==> src/rtl/iir_biquad_cascade_pkg.sv <==
// Shared types and helpers for the biquad cascade: tap indices, FSM states,
// and the output clamp used after the Q-format shift.
package iir_pkg;
  localparam int NUM_TAPS = 5;
  localparam int K_B0 = 0;
  localparam int K_B1 = 1;
  localparam int K_B2 = 2;
  localparam int K_A1 = 3;
  localparam int K_A2 = 4;
  localparam int CLAMP_W = 64;

  typedef enum logic [1:0] {IDLE, MAC, SAT, DONE} state_e;

  // Clamp a (sign-extended) shifted accumulator into a dw-bit signed range.
  function automatic logic signed [CLAMP_W-1:0] sat_clamp(
    input logic signed [CLAMP_W-1:0] v, input int dw);
    logic signed [CLAMP_W-1:0] hi, lo;
    hi = (64'sd1 <<< (dw - 1)) - 64'sd1;
    lo = -(64'sd1 <<< (dw - 1));
    if (v > hi) return hi;
    if (v < lo) return lo;
    return v;
  endfunction
endpackage

==> src/rtl/iir_biquad_cascade_if.sv <==
// Sample in/out handshakes, coefficient write port and status for the cascade.
interface iir_biquad_cascade_if #(
  parameter int DATA_W   = 16,
  parameter int COEF_W   = 32,
  parameter int SECTIONS = 4
);
  localparam int AW = $clog2(SECTIONS * 5);

  logic                     in_valid;
  logic                     in_ready;
  logic signed [DATA_W-1:0] in_data;
  logic                     out_valid;
  logic                     out_ready;
  logic signed [DATA_W-1:0] out_data;
  logic                     coef_we;
  logic [AW-1:0]            coef_addr;
  logic signed [COEF_W-1:0] coef_wdata;
  logic                     state_clr;
  logic                     clear_sat;
  logic                     sat_flag;

  modport master (
    output in_valid, in_data, out_ready, coef_we, coef_addr, coef_wdata,
           state_clr, clear_sat,
    input  in_ready, out_valid, out_data, sat_flag
  );

  modport slave (
    input  in_valid, in_data, out_ready, coef_we, coef_addr, coef_wdata,
           state_clr, clear_sat,
    output in_ready, out_valid, out_data, sat_flag
  );
endinterface

==> src/rtl/iir_mac_sat.sv <==
// Shared multiplier-accumulator with the Q-format shift and output clamp.
module iir_mac_sat
  import iir_pkg::*;
#(
  parameter int DATA_W = 16,
  parameter int COEF_W = 32,
  parameter int FRAC   = 15,
  parameter int ACC_W  = DATA_W + COEF_W + 3
) (
  input  logic                     clk,
  input  logic                     rst,
  input  logic                     i_clr,
  input  logic                     i_en,
  input  logic                     i_sub,
  input  logic signed [COEF_W-1:0] i_coef,
  input  logic signed [DATA_W-1:0] i_data,
  output logic signed [DATA_W-1:0] o_y,
  output logic                     o_sat
);
  logic signed [DATA_W+COEF_W-1:0] w_prod;
  logic signed [ACC_W-1:0]         w_prod_ext;
  logic signed [ACC_W-1:0]         r_acc;
  logic signed [ACC_W-1:0]         w_shift;
  logic signed [CLAMP_W-1:0]       w_shift_ext;
  logic signed [CLAMP_W-1:0]       w_clamp;

  assign w_prod     = i_coef * i_data;
  assign w_prod_ext = ACC_W'(w_prod);

  always_ff @(posedge clk) begin
    if (rst || i_clr)
      r_acc <= '0;
    else if (i_en)
      r_acc <= i_sub ? r_acc - w_prod_ext : r_acc + w_prod_ext;
  end

  // Arithmetic shift floors toward -inf, so small negative tails settle at -1.
  assign w_shift     = r_acc >>> FRAC;
  assign w_shift_ext = CLAMP_W'(w_shift);
  assign w_clamp     = sat_clamp(w_shift_ext, DATA_W);
  assign o_y         = DATA_W'(w_clamp);
  assign o_sat       = (w_clamp != w_shift_ext);
endmodule

==> src/rtl/iir_biquad_cascade.sv <==
// Cascade of direct-form-I biquads time-multiplexed onto one MAC; control FSM,
// coefficient file and per-section delay lines live here.
module iir_biquad_cascade
  import iir_pkg::*;
#(
  parameter int DATA_W   = 16,
  parameter int COEF_W   = 32,
  parameter int FRAC     = 15,
  parameter int SECTIONS = 4,
  localparam int ACC_W   = DATA_W + COEF_W + 3
) (
  input logic               clk,
  input logic               rst,
  iir_biquad_cascade_if.slave bus
);
  localparam int NCOEF = SECTIONS * NUM_TAPS;
  localparam int AW    = $clog2(NCOEF);
  localparam int SW    = (SECTIONS > 1) ? $clog2(SECTIONS) : 1;
  localparam logic signed [COEF_W-1:0] COEF_ONE = COEF_W'(1) <<< FRAC;

  state_e                   r_state, w_next;
  logic [SW-1:0]            r_sec;
  logic [2:0]               r_tap;
  logic signed [COEF_W-1:0] r_coef [NCOEF];
  logic signed [DATA_W-1:0] r_x;
  logic signed [DATA_W-1:0] r_x1 [SECTIONS];
  logic signed [DATA_W-1:0] r_x2 [SECTIONS];
  logic signed [DATA_W-1:0] r_y1 [SECTIONS];
  logic signed [DATA_W-1:0] r_y2 [SECTIONS];
  logic signed [DATA_W-1:0] r_out_data;
  logic                     r_out_valid;
  logic                     r_sat;

  logic                     w_in_ready, w_accept, w_mac_en, w_acc_clr, w_sub;
  logic                     w_last_sec, w_sat;
  logic [AW-1:0]            w_cidx;
  logic signed [COEF_W-1:0] w_coef;
  logic signed [DATA_W-1:0] w_data, w_y;

  assign w_last_sec = (r_sec == SW'(SECTIONS - 1));
  assign w_accept   = w_in_ready & bus.in_valid;
  assign w_sub      = (r_tap >= 3'(K_A1));
  assign w_cidx     = AW'(int'(r_sec) * NUM_TAPS + int'(r_tap));
  assign w_coef     = r_coef[w_cidx];

  always_comb begin
    w_data = r_x;
    case (r_tap)
      3'(K_B1): w_data = r_x1[r_sec];
      3'(K_B2): w_data = r_x2[r_sec];
      3'(K_A1): w_data = r_y1[r_sec];
      3'(K_A2): w_data = r_y2[r_sec];
      default:  w_data = r_x;
    endcase
  end

  iir_mac_sat #(
    .DATA_W(DATA_W), .COEF_W(COEF_W), .FRAC(FRAC), .ACC_W(ACC_W)
  ) u_mac (
    .clk(clk), .rst(rst), .i_clr(w_acc_clr), .i_en(w_mac_en), .i_sub(w_sub),
    .i_coef(w_coef), .i_data(w_data), .o_y(w_y), .o_sat(w_sat)
  );

  always_ff @(posedge clk) begin
    if (rst) r_state <= IDLE;
    else     r_state <= w_next;
  end

  always_comb begin
    w_next = r_state;
    case (r_state)
      IDLE:    if (w_accept) w_next = MAC;
      MAC:     if (r_tap == 3'(NUM_TAPS - 1)) w_next = SAT;
      SAT:     w_next = w_last_sec ? DONE : MAC;
      DONE:    if (bus.out_ready) w_next = IDLE;
      default: w_next = IDLE;
    endcase
  end

  // state_clr wins over a same-cycle sample, so it masks in_ready.
  always_comb begin
    w_in_ready = 1'b0;
    w_mac_en   = 1'b0;
    w_acc_clr  = 1'b0;
    case (r_state)
      IDLE: begin
        w_in_ready = ~bus.state_clr;
        w_acc_clr  = 1'b1;
      end
      MAC:     w_mac_en  = 1'b1;
      SAT:     w_acc_clr = 1'b1;
      default: ;
    endcase
  end

  always_ff @(posedge clk) begin
    if (rst) begin
      r_sec       <= '0;
      r_tap       <= '0;
      r_x         <= '0;
      r_out_data  <= '0;
      r_out_valid <= 1'b0;
      r_sat       <= 1'b0;
      for (int i = 0; i < NCOEF; i++)
        r_coef[i] <= ((i % NUM_TAPS) == K_B0) ? COEF_ONE : '0;
      for (int s = 0; s < SECTIONS; s++) begin
        r_x1[s] <= '0;
        r_x2[s] <= '0;
        r_y1[s] <= '0;
        r_y2[s] <= '0;
      end
    end else begin
      case (r_state)
        IDLE: begin
          if (bus.state_clr)
            for (int s = 0; s < SECTIONS; s++) begin
              r_x1[s] <= '0;
              r_x2[s] <= '0;
              r_y1[s] <= '0;
              r_y2[s] <= '0;
            end
          if (bus.coef_we && (bus.coef_addr < AW'(NCOEF)))
            r_coef[bus.coef_addr] <= bus.coef_wdata;
          if (w_accept) begin
            r_x   <= bus.in_data;
            r_sec <= '0;
            r_tap <= '0;
          end
        end
        MAC: r_tap <= r_tap + 3'd1;
        SAT: begin
          // The clamped value feeds both the feedback line and the next section.
          r_x1[r_sec] <= r_x;
          r_x2[r_sec] <= r_x1[r_sec];
          r_y1[r_sec] <= w_y;
          r_y2[r_sec] <= r_y1[r_sec];
          r_x         <= w_y;
          r_tap       <= '0;
          if (w_last_sec) begin
            r_out_data  <= w_y;
            r_out_valid <= 1'b1;
          end else begin
            r_sec <= r_sec + SW'(1);
          end
        end
        DONE: if (bus.out_ready) r_out_valid <= 1'b0;
        default: ;
      endcase

      if (r_state == SAT && w_sat) r_sat <= 1'b1;
      else if (bus.clear_sat)      r_sat <= 1'b0;
    end
  end

  assign bus.in_ready  = w_in_ready & ~rst;
  assign bus.out_valid = r_out_valid;
  assign bus.out_data  = r_out_data;
  assign bus.sat_flag  = r_sat;
endmodule
==> src/flat_wrapper.sv <==
// flat-port wrapper written by rule: the top's interface ports become plain ports
module iir_biquad_cascade_flat import iir_pkg::*;
#(
  parameter int DATA_W   = 16,
  parameter int COEF_W   = 32,
  parameter int FRAC     = 15,
  parameter int SECTIONS = 4,
  localparam int ACC_W   = DATA_W + COEF_W + 3
)
  (clk, rst, bus_in_valid, bus_in_data, bus_out_ready, bus_coef_we, bus_coef_addr, bus_coef_wdata, bus_state_clr, bus_clear_sat, bus_in_ready, bus_out_valid, bus_out_data, bus_sat_flag);
  iir_biquad_cascade_if #(.DATA_W(DATA_W), .COEF_W(COEF_W), .SECTIONS(SECTIONS)) bus_i ();
  input logic clk;
  input logic rst;
  input wire logic [$bits(bus_i.in_valid)-1:0] bus_in_valid;
  input wire logic [$bits(bus_i.in_data)-1:0] bus_in_data;
  input wire logic [$bits(bus_i.out_ready)-1:0] bus_out_ready;
  input wire logic [$bits(bus_i.coef_we)-1:0] bus_coef_we;
  input wire logic [$bits(bus_i.coef_addr)-1:0] bus_coef_addr;
  input wire logic [$bits(bus_i.coef_wdata)-1:0] bus_coef_wdata;
  input wire logic [$bits(bus_i.state_clr)-1:0] bus_state_clr;
  input wire logic [$bits(bus_i.clear_sat)-1:0] bus_clear_sat;
  output wire logic [$bits(bus_i.in_ready)-1:0] bus_in_ready;
  output wire logic [$bits(bus_i.out_valid)-1:0] bus_out_valid;
  output wire logic [$bits(bus_i.out_data)-1:0] bus_out_data;
  output wire logic [$bits(bus_i.sat_flag)-1:0] bus_sat_flag;
  assign bus_i.in_valid = bus_in_valid;
  assign bus_i.in_data = bus_in_data;
  assign bus_i.out_ready = bus_out_ready;
  assign bus_i.coef_we = bus_coef_we;
  assign bus_i.coef_addr = bus_coef_addr;
  assign bus_i.coef_wdata = bus_coef_wdata;
  assign bus_i.state_clr = bus_state_clr;
  assign bus_i.clear_sat = bus_clear_sat;
  assign bus_in_ready = bus_i.in_ready;
  assign bus_out_valid = bus_i.out_valid;
  assign bus_out_data = bus_i.out_data;
  assign bus_sat_flag = bus_i.sat_flag;
  iir_biquad_cascade #(.DATA_W(DATA_W), .COEF_W(COEF_W), .FRAC(FRAC), .SECTIONS(SECTIONS)) u_core (.clk(clk), .rst(rst), .bus(bus_i));
endmodule
==> config.mk <==
export PLATFORM = sky130hd
export DESIGN_NAME = iir_biquad_cascade_flat
export DESIGN_NICKNAME = d
export VERILOG_FILES = /design/src/rtl/iir_biquad_cascade_pkg.sv /design/src/rtl/iir_biquad_cascade_if.sv /design/src/rtl/iir_mac_sat.sv /design/src/rtl/iir_biquad_cascade.sv /design/src/flat_wrapper.sv
export SDC_FILE = /design/constraint.sdc
export NUM_CORES = 2
export LEC_CHECK = 0
export ABC_AREA = 1
export CAP_MARGIN = 10
export CORE_MARGIN = 2
export CORE_UTILIZATION = 50
export DETAILED_ROUTE_END_ITERATION = 8
export PLACE_DENSITY = 0.75
export SLEW_MARGIN = 25
export SYNTH_ARGS = -nofsm -noshare
export SYNTH_HDL_FRONTEND = slang
export SYNTH_HIERARCHICAL = 1
export SYNTH_SLANG_ARGS = --single-unit
export TNS_END_PERCENT = 10
==> constraint.sdc <==
create_clock -name clk -period 24.5 [get_ports clk]
set_input_delay 2.45 -clock clk [delete_from_list [all_inputs] [get_ports clk]]
set_output_delay 2.45 -clock clk [all_outputs]
set_load 0.03 [all_outputs]
==> results_dict.tcl <==
set metrics [dict create \
    cts.sinks 1374 \
    clk_latency_ns 0.81 \
    syn-cell-area_um2 84300 \
    r2r_cells 54 \
    tightest_slew_ns 1.10 \
    drv_cap 0 \
    remaining_drc_errors 0 \
    drt_iter0_drc 6743 \
    cp_data_required_time_ns 25.18 \
    start_util_pct 50.4 \
    die_h_um 415 \
    endpoint "u_core/u_mac/r_acc[42]$_SDFFE_PP0P_" \
    core_region_area_um2 167000 \
    cts_resized 0 \
    yosysTopAreaCell "edfxtp_1" \
    grt_use_total_pct 27.7 \
    synth.top_cell.area_share_pct 45.6 \
    postCtsHoldBufs 0 \
    die-area_um2 172000 \
    seq_area_frac_synth_pct 47.8 \
    yosys_warnings 6 \
    h-tree-depth 4 \
    netlist_top_cells_area "edfxtp_1, nand2_1, fa_1" \
    post_cts_buffers 0 \
    dp_hpwl_um 156000 \
    clkTransAtPathRegs_ns 0.06 \
    finalHoldViolations 0 \
    whs_ns 0.487 \
    crit_path_start "u_core/r_sec[0]$_SDFFE_PP0P_" \
    status "finished, final reports clean" \
    fin_skew_ns 0.0454 \
    antenna_found_initial 6 \
    io_buffers 78 \
    grt_start_max_net_pins 173 \
    ant_nets 0 \
    critical_path_class "register to register" \
    crit_buf_inv 14 \
    grt_pass1_vias 67200 \
    crit_cells 54 \
    synth-seq-cells 1374 \
    fp-row-count 150 \
    wl_per_cell_um 19.7 \
    grt_overflow_total 0 \
    synth_edf_count 1280 \
    cts_buffers 136 \
    synthTopCellsByCount "nand2_1, inv_1, edfxtp_1" \
    layout-drive-gt1-share_pct 4.36 \
    cp-end-kind "register" \
    min_period_ns 14.45 \
    cts_tree "built" \
    slew_headroom_pct 26.3 \
    wl_um 239000 \
    syn_inst 9697 \
    final_max_slew_viol_count 0 \
    async_flop_share_pct 0 \
    cts_root_buf "clkbuf_16" \
    ios 79 \
    setup_violations 0 \
    grt_setup_unrepaired "false" \
    cp_max_fo 172 \
    period_share_pct 59.0 \
    cp.arrival_ns 15.13 \
    critPathTopFamily "simple AND/OR/NAND/NOR gates" \
    area_delta_synth_final_pct 9.94 \
    final.setup.tns_ns 0 \
    viasPerCell 5.45 \
    grt_pass1_wl_um 373000 \
    first_pass_iters 6 \
    start_kind "register" \
    clk_path_buf_depth 3 \
    r2r_start "u_core/r_sec[0]$_SDFFE_PP0P_" \
    rrSetupSlack_ns 10.05 \
    cpMostUsedCell "nand2_1" \
    max_freq_mhz 69.2 \
    vdd_drop_max_v 0.000124 \
    ys.flop_type "edfxtp_1" \
    place_congestion 0.953 \
    pwr_density_cell_nw_per_um2 132 \
    nets 10600 \
    leakage_nw 42.4 \
    fillers 14500 \
    ys_types 56 \
    synthMostInstantiatedCell "nand2_1" \
    fp.dieW_um 415 \
    min_path_type "register to register" \
    syn_area_per_cell_um2 8.69 \
    crit_slowest_cell "buf_4" \
    dr_total_vias 66400 \
    slowest_delay_ns 0.86 \
    worstReg2RegEnd "u_core/u_mac/r_acc[42]$_SDFFE_PP0P_" \
]
power breakdown:
| part | total [mW] | internal, mW | switching, mW | leakage [nW] |
|---|---|---|---|---|
| Clock | 2.13 | 1.20 | 0.930 | 2.19 |
| Combinational | 7.41 | 2.21 | 5.20 | 26.3 |
| Sequential | 2.73 | 2.69 | 0.0362 | 13.9 |
worst min-delay path by stage:
stage                                              start  cells after the start  slack [ns]                                    to
floorplan            u_core/u_mac/r_acc[19]$_SDFFE_PP0P_                      2        0.48   u_core/u_mac/r_acc[19]$_SDFFE_PP0P_
global placement    u_core/bus.out_data[13]$_SDFFE_PP0P_                      1        0.47  u_core/bus.out_data[13]$_SDFFE_PP0P_
detailed placement      u_core/bus.sat_flag$_SDFFE_PP0P_                      1        0.47      u_core/bus.sat_flag$_SDFFE_PP0P_
CTS                     u_core/bus.sat_flag$_SDFFE_PP0P_                      1        0.49      u_core/bus.sat_flag$_SDFFE_PP0P_
global route            u_core/bus.sat_flag$_SDFFE_PP0P_                      1        0.50      u_core/bus.sat_flag$_SDFFE_PP0P_
finish                  u_core/bus.sat_flag$_SDFFE_PP0P_                      1        0.49      u_core/bus.sat_flag$_SDFFE_PP0P_
stage by stage:
| stage | utilization [%] | total power [mW] | cells | worst slack, ns | instance area [um2] |
|---|---|---|---|---|---|
| 3_3_place_gp | 52.6 | 10.0 | 11900 | 10.31 | 88000 |
| 5_1_grt | 55.4 | 13.2 | 12200 | 9.16 | 92600 |
| 2_1_floorplan | - | 7.90 | 10100 | 14.65 | 85700 |
| 4_1_cts | 55.4 | 12.2 | 12200 | 10.17 | 92600 |
| 3_5_place_dp | 52.7 | 10.1 | 11900 | 10.28 | 88100 |
| 6_report | 55.4 | 12.3 | 12200 | 10.05 | 92600 |
flip-flops by register name, indices dropped and copies added (netlist names), 3 cells and up, named ones only:
name                 flops
u_core/bus.out_data     16
u_core/r_coef         1024
u_core/r_tap             3
u_core/r_x              16
u_core/r_x1             64
u_core/r_x2             64
u_core/r_y1             64
u_core/r_y2             64
u_core/u_mac/r_acc      51
kinds of logic after synthesis:
family	synth area share [%]
AOI/OAI and AO/OA	2.46
xor gates and xnor gates	1.16
adders and majority gates	14.3
buffers and inverters	8.52
DFF	47.8
other	0.00445
and+or+nand+nor	25.7
layout make-up:
class	instances	area, um2	area share, %
sequential	1374	40300	43.5
multi-input combinational	6823	38300	41.4
inverter	1325	4990	5.39
clock buffer	175	3650	3.94
tap	2204	2760	2.98
timing repair buffer	191	1680	1.81
clock inverter	72	891	0.962
antenna	4	10.0	0.0108
metal layers:
metal | up-vias | global-route usage (%) | part of all wire, %
li1 | 30500 | - | -
met1 | 31900 | 35.2 | 38
met2 | 3365 | 46.3 | 48
met3 | 603 | 4.36 | 9.4
met4 | 4 | 13.8 | 5.0
met5 | - | 0 | 0.011
layout by cell type, fill, tap and decap left out, types with 7 or more instances in the layout:
cell type and n:
and2_1 24, buf_4 109, conb_1 384, nand3_1 1049, inv_2 9, o21ai_1 7
nor2_1 1163, nand2_1 2869, a31o_2 16, nand3b_1 12, nor3_1 35, clkinv_1 23
ha_1 179, bufinv_16 12, xor2_1 69, clkbuf_16 138, clkdlybuf4s50_1 78, o21ai_0 157
nor2_2 17, clkinv_2 22, nand4_1 40, fa_1 487, nand3_2 7, nor4_1 12
o221ai_1 8, inv_1 1309, xnor2_1 32, a21oi_1 146, nand2_2 31, dfxtp_1 92
or2_2 13, edfxtp_1 1280, clkbuf_1 31, clkinv_16 7
No activity file was read; power rests on OpenSTA's default activity.
